## src/rtl/trab1_pkg.sv

```systemverilog
// Shared constants and helpers for the counter command driver.
// Defaults target the board clock; benches override the timing parameters.
package trab1_pkg;

    localparam int DEF_WIDTH           = 4;
    localparam int DEF_DEBOUNCE_CYCLES = 500000;
    localparam int DEF_AUTO_PERIOD     = 50000000;

    // One-cycle command strobes produced by the button chains.
    typedef struct packed {
        logic load;
        logic count;
    } cmd_t;

    // Bits needed to hold 0..value-1; never narrower than one bit.
    function automatic int clog2(input int value);
        int r;
        r = 0;
        while ((1 << r) < value) r++;
        return (r < 1) ? 1 : r;
    endfunction

endpackage

```

## src/rtl/debounce_edge.sv

```systemverilog
// One raw button: 2-flop synchroniser, debounce filter and press-edge detector.
// rise is combinational from registered state and lasts exactly one cycle.
module debounce_edge
    import trab1_pkg::*;
#(
    parameter int DEBOUNCE_CYCLES = DEF_DEBOUNCE_CYCLES
) (
    input  logic gclk,
    input  logic grst_n,
    input  logic din,
    output logic rise
);

    localparam int            CW   = clog2(DEBOUNCE_CYCLES);
    localparam logic [CW-1:0] DMAX = CW'(DEBOUNCE_CYCLES - 1);

    logic          s1, s2;
    logic          stable, stable_d;
    logic [CW-1:0] dcnt;

    always_ff @(posedge gclk or negedge grst_n) begin
        if (!grst_n) begin
            s1       <= 1'b0;
            s2       <= 1'b0;
            stable   <= 1'b0;
            stable_d <= 1'b0;
            dcnt     <= '0;
        end else begin
            s1       <= din;
            s2       <= s1;
            stable_d <= stable;
            // Any agreement with the accepted level restarts the mismatch run.
            if (s2 == stable) begin
                dcnt <= '0;
            end else if (dcnt == DMAX) begin
                stable <= s2;
                dcnt   <= '0;
            end else begin
                dcnt <= dcnt + 1'b1;
            end
        end
    end

    assign rise = stable & ~stable_d;

endmodule

```

## src/rtl/counter_cmd_driver.sv

```systemverilog
// Board I/O to counter control: debounced button strobes, auto-count timer,
// synchronised direction level and a load value captured on each load.
module counter_cmd_driver
    import trab1_pkg::*;
#(
    parameter int WIDTH           = DEF_WIDTH,
    parameter int DEBOUNCE_CYCLES = DEF_DEBOUNCE_CYCLES,
    parameter int AUTO_PERIOD     = DEF_AUTO_PERIOD
) (
    input  logic             clk,
    input  logic             reset,
    input  logic             btn_count,
    input  logic             btn_load,
    input  logic             sw_dir,
    input  logic             sw_auto,
    input  logic [WIDTH-1:0] sw_value,
    output logic             count,
    output logic             up_down,
    output logic             load,
    output logic [WIDTH-1:0] load_input
);

    localparam int             NUM_BTN = 2;
    localparam int             SW_W    = WIDTH + 2;
    localparam int             ACW     = clog2(AUTO_PERIOD);
    localparam logic [ACW-1:0] AMAX    = ACW'(AUTO_PERIOD - 1);

    logic [NUM_BTN-1:0] btn_raw, btn_rise;
    cmd_t               rise;

    assign btn_raw = {btn_load, btn_count};

    generate
        for (genvar i = 0; i < NUM_BTN; i++) begin : g_btn
            debounce_edge #(
                .DEBOUNCE_CYCLES(DEBOUNCE_CYCLES)
            ) u_deb (
                .gclk  (clk),
                .grst_n(reset),
                .din   (btn_raw[i]),
                .rise  (btn_rise[i])
            );
        end
    endgenerate

    assign rise.count = btn_rise[0];
    assign rise.load  = btn_rise[1];

    // Switches are synchronised bitwise; sw_value may tear while moving.
    logic [SW_W-1:0]  sw_s1, sw_s2;
    logic             auto_s2, dir_s2;
    logic [WIDTH-1:0] value_s2;
    logic [ACW-1:0]   acnt;
    logic             tick;

    assign {auto_s2, dir_s2, value_s2} = sw_s2;
    assign tick = auto_s2 && (acnt == AMAX);

    always_ff @(posedge clk or negedge reset) begin
        if (!reset) begin
            sw_s1      <= '0;
            sw_s2      <= '0;
            acnt       <= '0;
            count      <= 1'b0;
            load       <= 1'b0;
            up_down    <= 1'b0;
            load_input <= '0;
        end else begin
            sw_s1 <= {sw_auto, sw_dir, sw_value};
            sw_s2 <= sw_s1;
            if (!auto_s2 || tick) acnt <= '0;
            else                  acnt <= acnt + 1'b1;
            // Load has priority; a coinciding count is dropped.
            load    <= rise.load;
            count   <= (rise.count | tick) & ~rise.load;
            up_down <= dir_s2;
            if (rise.load) load_input <= value_s2;
        end
    end

endmodule

```

## config.mk

```make
export PLATFORM = sky130hd
export DESIGN_NAME = counter_cmd_driver
export DESIGN_NICKNAME = d
export VERILOG_FILES = /design/src/rtl/trab1_pkg.sv /design/src/rtl/debounce_edge.sv /design/src/rtl/counter_cmd_driver.sv
export SDC_FILE = /design/constraint.sdc
export NUM_CORES = 1
export LEC_CHECK = 0
export BUFFER_PORTS_ARGS = -buffer_cell sky130_fd_sc_hd__buf_2
export CAP_MARGIN = 20
export CORE_UTILIZATION = 40
export DETAILED_ROUTE_END_ITERATION = 12
export PLACE_DENSITY = 0.57
export SLEW_MARGIN = 0
export SYNTH_ARGS = -nofsm -noshare
export SYNTH_HDL_FRONTEND = slang
export SYNTH_HIERARCHICAL = 1
export SYNTH_SLANG_ARGS = --single-unit
```

## constraint.sdc

```tcl
create_clock -name clk -period 5.4 [get_ports clk]
set_input_delay 0.54 -clock clk [delete_from_list [all_inputs] [get_ports clk]]
set_output_delay 0.54 -clock clk [all_outputs]
set_load 0.01 [all_outputs]
```

# After elaboration in Yosys (flattened, before gate mapping)

Index checks and enable logic that the tools add are counted.

Order comparisons: 0
Bitwise operators: 9
Shifts and indexed selects: 0
$add $sub $neg: 3
Reductions and logical operators: 5
Divide/modulo/power cells: 0
Eq/ne operators: 5
Mux-type cells: 5
$mul: 0

Operator list:

| operator                                      | count |
|---|---|
| two-way mux 19 bit                            | 4 |
| adder 19 x 1 -> 19 bit, second input constant | 2 |
| equality test 19 bit, second input constant   | 2 |
| adder 26 x 1 -> 26 bit, second input constant | 1 |
| equality test 26 bit, second input constant   | 1 |
| two-way mux 26 bit                            | 1 |
| NOT 1 bit                                     | 5 |
| AND reduction 2 bit                           | 2 |
| bitwise AND 1 bit                             | 3 |
| equality test 1 bit                           | 2 |
| logical AND 1 bit                             | 1 |
| logical NOT 1 bit                             | 1 |
| logical OR 1 bit                              | 1 |
| bitwise OR 1 bit                              | 1 |

Output and inout port bits: 7
Latch bits: 0
Memories: 0
Bits in writable memories: 0
Register bits after elaboration: 91
Word-level logic and storage cells: 44
Bits in read-only memories: 0
Bits of input ports: 10

# Longest topological paths before layout

Gate-level depths: netlist (run 1).

Word-level depth: 4
Mapped depth: 7
Depth with buffers taken out: 5

# Modules after synthesis

The synthesis (run 1) kept the hierarchy.

By module, submodules not included:

| module             | sequential area each (um^2) | cells each | instances | area an instance (um^2) |
|---|---|---|---|---|
| debounce_edge      | 575.6                       | 107        | 2         | 1111.1 |
| counter_cmd_driver | 1126.1                      | 172        | 1         | 1936.9 |

# Least setup slack after synthesis (run 1)

No wires, ideal clock.

Path type: flip-flop to flip-flop
Start: register acnt[16]
End: register acnt[21]
Arrival time: 1876 ps
Path buffers: 2
Period minus slack after synthesis: 2006 ps
Stages on the path, launching flop included: 7
Library setup time: 130 ps
Setup slack: 3394 ps
Data required time: 5270 ps
Cell sequence: dfrtp_1 > or4b_2 > nor4_1 > a21bo_2 > buf_2 > buf_4 > a21oi_1

Longest elaborated chain between the ends: 4
Elaborated cells on any way between the ends: 5
Those cells by class: add/sub: 1; eq/ne: 1; mux: 1; reduce/logical: 2

RTL lines:

| element                                                                        | RTL line                 | text |
|---|---|---|
| start: declaration                                                             | counter_cmd_driver.sv:53 | `logic [ACW-1:0] acnt;` |
| start signal: assignment                                                       | counter_cmd_driver.sv:72 | `else acnt <= acnt + 1'b1;` |
| parallel branches: the longest is 3 deep, another holds adder 26 x 1 -> 26 bit | --                       |  |
| two-way mux 26 bit (*)                                                         | counter_cmd_driver.sv:71 | `if (!auto_s2 \|\| tick) acnt <= '0;` |

Mark *: on every way between the ends.
A chain may end at the register's enable or synchronous reset.

# Final worst setup path (run 1)

Start: register acnt[16]
End: register acnt[9]

Longest elaborated chain between the ends: 4

RTL lines:

| element              | RTL line                 | text |
|---|---|---|
| equality test 26 bit | counter_cmd_driver.sv:57 | `assign tick = auto_s2 && (acnt == AMAX);` |
| logical AND 1 bit    | counter_cmd_driver.sv:57 |  |
| logical OR 1 bit     | counter_cmd_driver.sv:71 |  |
| two-way mux 26 bit   | counter_cmd_driver.sv:71 |  |

Every way passes these cells.

==> impl_metrics.csv, run 1 <==
group,metric,value,unit
yosys,synth_cells,386,
cts,numCtsBuffers,9,
route,postRouteAntennaNets,0,
cts,holdBufCountCts,0,
setup_path,critPathMaxFanout,25,
cts,htreeDepth,3,
route,drcViolationCount,0,
setup_path,crit_family,"simple AND/OR/NAND/NOR gates",
yosys,synth_enable_flop_cells,0,
outcome,outcome,"finished clean",
layout,final_cells,544,
die,die_w,104,um
setup_path,endpoint_kind,"flop",
yosys,syn_nets,399,
cts,cts_root_buffer,"clkbuf_8",
route,drt-wirelength-per-cell,13.4,um
grt,antenna_found_initial,0,
yosys,yosys_warnings,6,
cts,clock_latency,370,ps
yosys,syn_avg_cell_area,10.8,um^2
die,die_y,104,um
setup_path,cp_num_buf_inv,0,
route,drt_iter0_markers,85,
cts,cts_tree,"built",
sta,finalMaxSlewViolations,0,
yosys,synthFlopType,"dfrtp_1",
sta,setup_tns,0,ps
yosys,seq_area_frac_synth,54.8,%
yosys,synthArstFlopShare,100,%
die,initial_core_util,42.0,%
grt,groute.usage.overall,14.8,%
setup_path,worstSetupStartpointType,"flop",
pwr,total_power,1.23,mW
route,vias,2796,
cts,cts_resized,0,
die,ios,17,
sta,finalHoldViolCount,0,
pwr,ir_drop,180,uV
setup_path,arrival,2480,ps
grt,grt_pass1_vias,2731,
route,wl,7290,um
placed_design,gp_congestion,0.796,
pwr,leakagePower,1.84,nW
cts,clock-sinks,91,
cts,cts.clk_slew.worst_paths,90,ps
hold_path,worstHoldPathType,"in2async",
sta,finalCritPeriodShare,41.6,%
grt,overflow,0,
cts,clk_path_buf_depth,2,
cts,post-cts-setup-buffers,0,
route,avgViaCountPerCell,5.14,
sta,max_slew_margin,36.8,%
flow_run,cap_violations,0,
layout,layout.nets,419,
placed_design,dp_hpwl,4820,um
sta,clock_skew,16.0,ps
placed_design,portBuffers,16,
setup_path,path_cells,"or4b_2, nor4_1, a21bo_2, nor2_1",
yosys,synth_area,4160,um^2
layout,final_cell_area,4570,um^2
yosys,synthDistinctLibCells,40,
placed_design,place_inst,528,
yosys,yosys_register_bits,91,
die,die_area,10800,um^2
setup_path,cp.required,5630,ps
sta,rsz0062_at_grt,"no",
grt,grt_max_degree,60,
sta,setup-violations-final,0,
setup_path,critPathMaxStageDelay,670,ps
layout,syn_to_final_growth,9.81,%
sta,fin_crit,2250,ps
sta,tightestPinTransition,945,ps
setup_path,crit_type,"reg2reg",
layout,antenna_cells,0,
layout,layout-drive-gt1-share,13.9,%
die,core,9910,um^2
route,drt_pass1_iterations,6,
setup_path,critPathSlowestCell,"or4b_2",
grt,grt_pass1_wl,12800,um
placed_design,place_area,4360,um^2
sta,max_freq,445,MHz
pwr,powerDensity,269,nW/um^2
die,fp-row-count,36,
-- synthesized netlist by cell type (11+ instances only) --
| master | n | share of area (%) |
|---|---|---|
| nand4_1 | 19 | 2.9 |
| nand2_1 | 19 | 1.7 |
| nand3_1 | 20 | 2.4 |
| o21ai_0 | 11 | 1.3 |
| nor4_1 | 13 | 2.0 |
| dfrtp_1 | 91 | 55 |
| nor2_1 | 54 | 4.9 |
| a21oi_1 | 17 | 2.0 |
| xnor2_1 | 35 | 7.4 |
| nor3_1 | 11 | 1.3 |
| inv_1 | 14 | 1.3 |
-- registers in the layout (all words and copies together) (netlist names) --
| register | cells |
|---|---|
| sw_s1 | 6 |
| g_btn.u_deb/s1 | 2 |
| g_btn.u_deb/stable | 2 |
| sw_s2 | 6 |
| count | 1 |
| acnt | 26 |
| up_down | 1 |
| load | 1 |
| g_btn.u_deb/dcnt | 38 |
| g_btn.u_deb/stable_d | 2 |
| load_input | 4 |
| g_btn.u_deb/s2 | 2 |
-- metal layers --
| metal | track usage [%] | up-vias | routed length, um |
|---|---|---|---|
| li1 | - | 1405 | - |
| met1 | 20.0 | 1341 | 3750 |
| met2 | 22.1 | 38 | 3120 |
| met3 | 4.57 | 12 | 286 |
| met4 | 5.61 | 0 | 125 |
| met5 | 0 | - | 0 |
-- cell families after synthesis --
kind of cell	Yosys count	share of synthesized area (%)
compound gates	38	6.20
xor+xnor	42	8.84
fa+ha+maj	3	0.903
buf+inv	22	2.62
flops	91	54.8
mux	8	2.11
simple gates	182	24.6
-- area by class of cell --
type	instances	area (um^2)
clock inverter	6	80.1
inverter	14	52.6
tap	133	166
clock buffer	10	128
multi-input combinational	273	1770
fill	950	5340
sequential	91	2280
timing repair buffer	17	90.1
-- report_power, final --
part           total [mW]  internal [mW]  switching (mW)
registers           0.702          0.693         0.00989
clock network       0.490          0.258           0.232
logic              0.0380         0.0109          0.0271
-- layout by cell type (no fill, tap or decap), types with 5 or more instances in the layout --
cell type and instances:
nand3_1 20, clkbuf_8 9, nor2_1 54, nand2_1 19, buf_2 15, inv_1 14, or3_1 8, nor3_1 11
a21oi_1 17, mux2_2 6, xor2_1 7, xnor2_1 35, nand4_1 19, nor4_1 13, o21ai_0 11, dfrtp_1 91
o31ai_1 5, or4_1 8
-- path summary, 6_finish.rpt --
check                            startpoint                 endpoint  slack (ps)  depth (start not counted)
worst min-delay path                  reset            load_input[3]         100                          1
max in group asynchronous             reset  g_btn[0].u_deb/dcnt[14]        4220                          2
worst max register to register     acnt[16]                  acnt[9]        3150                          4
min in group clk                sw_value[3]                 sw_s1[3]         270                          1
worst max-delay path               acnt[16]                  acnt[9]        3150                          4
worst min register to register     sw_s1[5]                 sw_s2[5]         350                          0
-- through the flow --
stage	hold slack, ps	util [%]	setup slack, ps
detailed placement	335	44.0	3160
CTS	102	46.1	3140
finish	105	46.1	3150
global route	120	46.1	2940
global placement	333	44.0	3180
floorplan	244	-	3390
No activity file was read; power rests on OpenSTA's default activity.
==> run 2: changes to the inputs <==
--- a/config.mk
+++ b/config.mk
@@ -5,6 +5,7 @@
 export SDC_FILE = /design/constraint.sdc
 export NUM_CORES = 1
 export LEC_CHECK = 0
+export ABC_AREA = 1
 export BUFFER_PORTS_ARGS = -buffer_cell sky130_fd_sc_hd__buf_2
 export CAP_MARGIN = 20
 export CORE_UTILIZATION = 40
==> constraint.sdc (replaced) <==
create_clock -name clk -period 2.1 [get_ports clk]
set_input_delay 0.21 -clock clk [delete_from_list [all_inputs] [get_ports clk]]
set_output_delay 0.21 -clock clk [all_outputs]
set_load 0.01 [all_outputs]
==> run 2 against run 1 <==
Net effect:
- synthesized cell count up 43%
- non-clock buffer count up 10
- fmax up 41%
- critical endpoint is now acnt[23]
- highest routed layer unchanged
- first-iteration DRC count up 120%
- largest cell class unchanged
==> impl_metrics.csv, run 2 <==
group,metric,value,unit
outcome,outcome,"finished clean",
pwr,powerDensity,670,nW/um^2
pwr,p_seq_share,52.0,%
yosys,synthAdderAreaFrac,0.829,%
setup_path,worstReg2RegEnd,"acnt[23]",
layout,reg.largest.list,"g_btn.u_deb/dcnt x38, acnt x26",
layout,antenna_cells,0,
die,fp-row-count,38,
cts,clk_path_buf_depth,2,
layout,layout_commonest_cell,"nor2_1",
pwr,pwr-share-comb,3.5,%
setup_path,reg2reg_slack,510,ps
layout,syn_to_final_growth,14.1,%
yosys,syn_avg_cell_area,8.20,um^2
yosys,synth.area.mux_share,0.995,%
grt,antenna_found_initial,0,
route,drt_pass1_iterations,5,
sta,max_freq,627,MHz
route,drcViolationCount,0,
cts,clock-sinks,91,
die,ios,17,
route,drt_iter0_markers,185,
die,die_area,11700,um^2
setup_path,critPathMaxStageDelay,410,ps
layout,fill_cells,1045,
layout,layout-drive-gt1-share,13.8,%
yosys,syn_nets,565,
yosys,synth_enable_flop_cells,0,
layout,final_cell_area,5170,um^2
cts,cts.clk_slew.worst_paths,70,ps
layout,final_cell_mix,"nor2_1 (129), nand2_1 (125), dfrtp_1 (91), inv_1 (57), nand3_1 (36)",
layout,layout.nets,601,
grt,overflow,0,
yosys,yosys_register_bits,91,
setup_path,cp.required,2310,ps
die,die_w,108,um
placed_design,place_area,4790,um^2
setup_path,path_cells,"ha_1, nand3_1, nor2_1, nand2_1, nand2_4, nor2_1",
sta,finalHoldViolCount,0,
setup_path,endpoint_kind,"flop",
route,postRouteAntennaNets,0,
sta,rsz0062_at_grt,"no",
yosys,synth_compound_area_share,2.21,%
hold_path,hold-path-endpoint,"up_down",
route,wl,8580,um
cts,post-cts-setup-buffers,0,
placed_design,portBuffers,16,
route,avgViaCountPerCell,4.66,
grt,grt_max_degree,41,
cts,cts_root_buffer,"clkbuf_16",
yosys,synth_common_cells,"nor2_1 (129), nand2_1 (125), dfrtp_1 (91)",
yosys,synthDistinctLibCells,26,
yosys,seq_area_frac_synth,50.3,%
hold_path,worstHoldPathType,"reg2reg",
yosys,synthArstFlopShare,100,%
pwr,p_sw_share,23.6,%
setup_path,arrival,1810,ps
yosys,synth_cells,552,
sta,setup_tns,0,ps
cts,clock_latency,330,ps
cts,htreeDepth,3,
yosys,synthXorXnorAreaFrac,6.71,%
setup_path,worstSetupStartpointType,"flop",
cts,holdBufCountCts,9,
setup_path,path_common_cell,"nor2_1",
yosys,yosys_warnings,6,
pwr,power.switching,0.815,mW
setup_path,critPathMaxFanout,26,
pwr,ir_drop,316,uV
die,initial_core_util,41.4,%
flow_run,cap_violations,0,
sta,fin_crit,1590,ps
sta,finalCritPeriodShare,75.9,%
layout,largest_reg_flops,38,
route,drt-wirelength-per-cell,11.7,um
cts,numCtsBuffers,9,
grt,grt_pass1_wl,15000,um
yosys,yosysMostFrequentCell,"nor2_1",
pwr,p_clk_share,44.5,%
yosys,synth_top_family_by_area,"simple AND/OR/NAND/NOR gates",
route,vias,3413,
yosys,synth_top_area_cell,"dfrtp_1",
pwr,leakagePower,2.24,nW
grt,groute.usage.overall,16.2,%
setup_path,timing.rr.start,"acnt[0]",
sta,finalMaxSlewViolations,0,
yosys,synth_area,4530,um^2
pwr,p_int,2.64,mW
grt,grt_pass1_vias,3291,
yosys,yosysTopAreaCellShare,50.3,%
hold_path,holdPathStages,0,
die,core,10900,um^2
layout,largest-register,"g_btn.u_deb/dcnt",
setup_path,critPathSlowestCell,"dfrtp_1",
sta,clock_skew,9.09,ps
sta,tightestPinTransition,494,ps
setup_path,rr_worst_depth,6,
yosys,yosys-top-cells-area,"dfrtp_1 (50%), nor2_1 (11%), nand2_1 (10%), inv_1 (4.7%), nand3_1 (4.0%)",
yosys,synthFlopType,"dfrtp_1",
cts,cts_resized,0,
sta,setup-violations-final,0,
placed_design,gp_congestion,0.865,
setup_path,crit_type,"reg2reg",
placed_design,dp_hpwl,6230,um
cts,cts_tree,"built",
die,die_y,108,um
yosys,synth-simple-area-share,33.4,%
hold_path,hp-start,"sw_s2[4]",
sta,max_slew_margin,67.0,%
-- run 2: cell count changes in the layout (fill, tap and decap cells not counted), moves of 15 or more --
cell / before / now
xnor2_1: 35 / 14
nand2_1: 19 / 125
nor2_1: 54 / 129
nor2_2: 0 / 15
nand3_1: 20 / 36
inv_1: 14 / 57
nand4_1: 19 / 4
-- run 2: area by class of cell --
type	instances	area [um^2]	area share, %
sequential	91	2280	44.1
timing repair buffer	27	200	3.88
inverter	61	229	4.43
tap	140	175	3.39
multi-input combinational	398	2000	38.7
clock inverter	7	60.1	1.16
clock buffer	9	225	4.36
-- run 2: worst max path at each step --
stage            start        to  cells after the start
6_report       acnt[0]  acnt[23]                      6
5_1_grt        acnt[0]  acnt[15]                      6
4_1_cts        acnt[0]  acnt[22]                      6
3_5_place_dp   acnt[0]  acnt[23]                      6
3_3_place_gp   acnt[0]  acnt[16]                      6
2_1_floorplan  acnt[0]  acnt[15]                      7
-- run 2: cell families (layout without fill, tap and decap cells) --
| logic type | Yosys count | after routing |
|---|---|---|
| buffers and inverters | 63 | 104 |
| and+or+nand+nor | 339 | 339 |
| xor gates and xnor gates | 33 | 33 |
| AOI/OAI and AO/OA | 19 | 19 |
| adders and majority gates | 3 | 3 |
| DFF | 91 | 91 |
| muxes | 4 | 4 |
-- run 2: worst max-delay path: cells and delay by family, from the launching register on --
family	cells	cell delay, ps
adders and majority gates	1	270
and+or+nand+nor	5	780
DFF	1	410
-- run 2: metal layers --
metal | up-vias | wire (um) | global-route usage, % | part of all wire (%)
li1 | 1768 | - | - | -
met3 | 2 | 184 | 2.89 | 2.1
met5 | - | 0 | 0 | 0
met2 | 33 | 3920 | 25.7 | 46
met4 | 0 | 37 | 4.63 | 0.43
met1 | 1610 | 4430 | 22.8 | 52
-- run 2: per-stage QoR --
step	setup WS (ps)	total power, mW	hold WS [ps]	util, %	instances
floorplan	703	1.88	-85.6	-	552
global placement	550	1.94	210	43.8	708
detailed placement	485	1.95	221	43.8	708
CTS	475	3.51	352	47.2	733
global route	271	3.58	358	47.2	733
finish	505	3.46	350	47.2	733
-- run 2: power groups by stage --
stage	combinational [mW]	clock, mW	sequential [mW]
after floorplan	0.0511	0	1.83
after global placement	0.110	0	1.83
after detailed placement	0.112	0	1.83
after CTS	0.125	1.58	1.80
after global routing	0.138	1.64	1.80
final	0.120	1.54	1.80
==> run 3: changes to the inputs <==
--- a/config.mk
+++ b/config.mk
@@ -5,12 +5,12 @@
 export SDC_FILE = /design/constraint.sdc
 export NUM_CORES = 1
 export LEC_CHECK = 0
-export ABC_AREA = 1
+export ABC_AREA = 0
 export BUFFER_PORTS_ARGS = -buffer_cell sky130_fd_sc_hd__buf_2
 export CAP_MARGIN = 20
 export CORE_UTILIZATION = 40
 export DETAILED_ROUTE_END_ITERATION = 12
-export PLACE_DENSITY = 0.57
+export PLACE_DENSITY = 0.59
 export SLEW_MARGIN = 0
 export SYNTH_ARGS = -nofsm -noshare
 export SYNTH_HDL_FRONTEND = slang
==> constraint.sdc (replaced) <==
create_clock -name clk -period 1.45 [get_ports clk]
set_input_delay 0.145 -clock clk [delete_from_list [all_inputs] [get_ports clk]]
set_output_delay 0.145 -clock clk [all_outputs]
set_load 0.01 [all_outputs]
==> run 3 against run 2 <==
Net effect:
- the run now ends with setup timing left
- largest power group unchanged
- combinational power rose to 2.6 times the previous value
- design area is 16% higher
- clock-buffer cell count grew 1
- highest routed layer unchanged
- fmax fell by 13%
- non-clock buffer count up 126
- register-to-register slack worse by 890 ps
- sequential power up 45%
- largest cell class unchanged
==> impl_metrics.csv, run 3 (synthesized netlist as in run 1, its figures left out) <==
group,metric,value,unit
sta,fin_ws,-386,ps
route,avgViaCountPerCell,4.98,
cts,clock_latency,370,ps
sta,max_freq,545,MHz
layout,layout-drive-gt1-share,43.3,%
cts,cts_tree,"built",
die,die_w,104,um
outcome,outcome,"complete, but fails checks",
setup_path,crit_family,"simple AND/OR/NAND/NOR gates",
route,drcViolationCount,0,
setup_path,worstSetupStartpointType,"flop",
pwr,powerDensity,777,nW/um^2
setup_path,critPathMaxStageDelay,570,ps
layout,largest-register,"g_btn.u_deb/dcnt",
setup_path,cp.required,1710,ps
layout,layout.nets,555,
grt,grt_pass1_wl,16000,um
setup_path,critPathMaxFanout,6,
sta,finalCritPeriodShare,127,%
layout,layout_commonest_cell,"buf_4",
placed_design,gp_congestion,0.889,
setup_path,endpoint_kind,"flop",
setup_path,path_cells,"or4b_4, nor4_4, a21bo_4, clkbuf_16, a21oi_2",
sta,clock_skew,10.1,ps
sta,fin_crit,1840,ps
sta,max_slew_margin,73.6,%
grt,groute.usage.overall,18.7,%
die,fp-row-count,36,
route,drt-wirelength-per-cell,14.0,um
pwr,leakagePower,2.59,nW
layout,utilization,60.7,%
flow_run,cap_violations,0,
setup_path,crit_type,"reg2reg",
die,ios,17,
hold_path,worstHoldPathType,"in2async",
route,drt_pass1_iterations,4,
sta,finalMaxSlewViolations,0,
outcome,violations,"setup timing",
cts,clock-sinks,91,
setup_path,arrival,2090,ps
layout,largest_reg_flops,38,
pwr,ir_drop,653,uV
layout,final_cell_mix,"buf_4 (112), dfrtp_1 (90), nor2_1 (35), xnor2_1 (34)",
placed_design,dp_hpwl,6390,um
sta,setup_tns,-16210,ps
die,core,9910,um^2
layout,syn_to_final_growth,44.5,%
sta,timing.hold.ws,217,ps
die,die_area,10800,um^2
cts,cts_root_buffer,"clkbuf_8",
grt,grt_pass1_vias,3432,
setup_path,critPathSlowestCell,"or4b_4",
grt,grt_max_degree,38,
setup_path,cp_num_buf_inv,1,
sta,finalHoldViolCount,0,
route,postRouteAntennaNets,0,
cts,numCtsBuffers,9,
placed_design,portBuffers,16,
cts,clk_path_buf_depth,2,
grt,overflow,0,
layout,antenna_cells,0,
route,wl,9510,um
die,die_y,104,um
layout,reg.largest.list,"g_btn.u_deb/dcnt x38, acnt x26",
die,initial_core_util,42.0,%
cts,cts.clk_slew.worst_paths,90,ps
cts,htreeDepth,3,
grt,antenna_found_initial,0,
sta,setup-violations-final,64,
sta,tightestPinTransition,393,ps
sta,rsz0062_at_grt,"yes",
route,vias,3388,
route,drt_iter0_markers,117,
## run 3: timing repair
action,CTS,global route
setup buffers,14,6
cloned,0,2
hold endpoints to repair,31,0
resized for setup,22,48
pin swaps,16,10
hold buffers,9,0
setup endpoints to repair,64,65
## run 3: layout make-up
cell class	instances	area, um^2
flip-flops and latches	91	2280
inverters	14	52.6
well taps	133	166
clock inverters	6	65.1
clock buffers	10	138
repair buffers	153	1240
multi-input cells	273	2070
fillers	817	3900
## run 3: through the flow
step,power (mW),setup slack (ps),instances,instance area [um^2]
floorplan,2.75,-447,386,4240
global placement,2.90,-349,634,5260
detailed placement,2.90,-416,634,5260
CTS,4.72,-381,673,5750
global route,4.89,-470,680,6010
finish,4.67,-386,680,6010
## run 3: final timing paths
check                      startpoint        to  slack [ps]  cells after the start
max reg2reg                  acnt[16]  acnt[22]        -390                      5
max in group asynchronous       reset   acnt[4]         700                      3
min                             reset  acnt[17]         220                      2
min reg2reg                  sw_s2[4]   up_down         360                      0
max                          acnt[16]  acnt[22]        -390                      5
min in group clk             sw_s2[4]   up_down         360                      0
## run 3: routing by layer
| metal | global-route usage, % | vias to the layer above | part of all wire (%) |
|---|---|---|---|
| met5 | 0 | - | 0 |
| met4 | 5.00 | 0 | 0.66 |
| met3 | 5.70 | 6 | 4.1 |
| met2 | 30.8 | 56 | 49 |
| met1 | 23.9 | 1644 | 46 |
| li1 | - | 1682 | - |
## run 3: power breakdown
group,total [mW],internal (mW),switching [mW]
registers,2.61,2.58,0.0323
clock network,1.74,0.843,0.902
logic,0.313,0.158,0.155
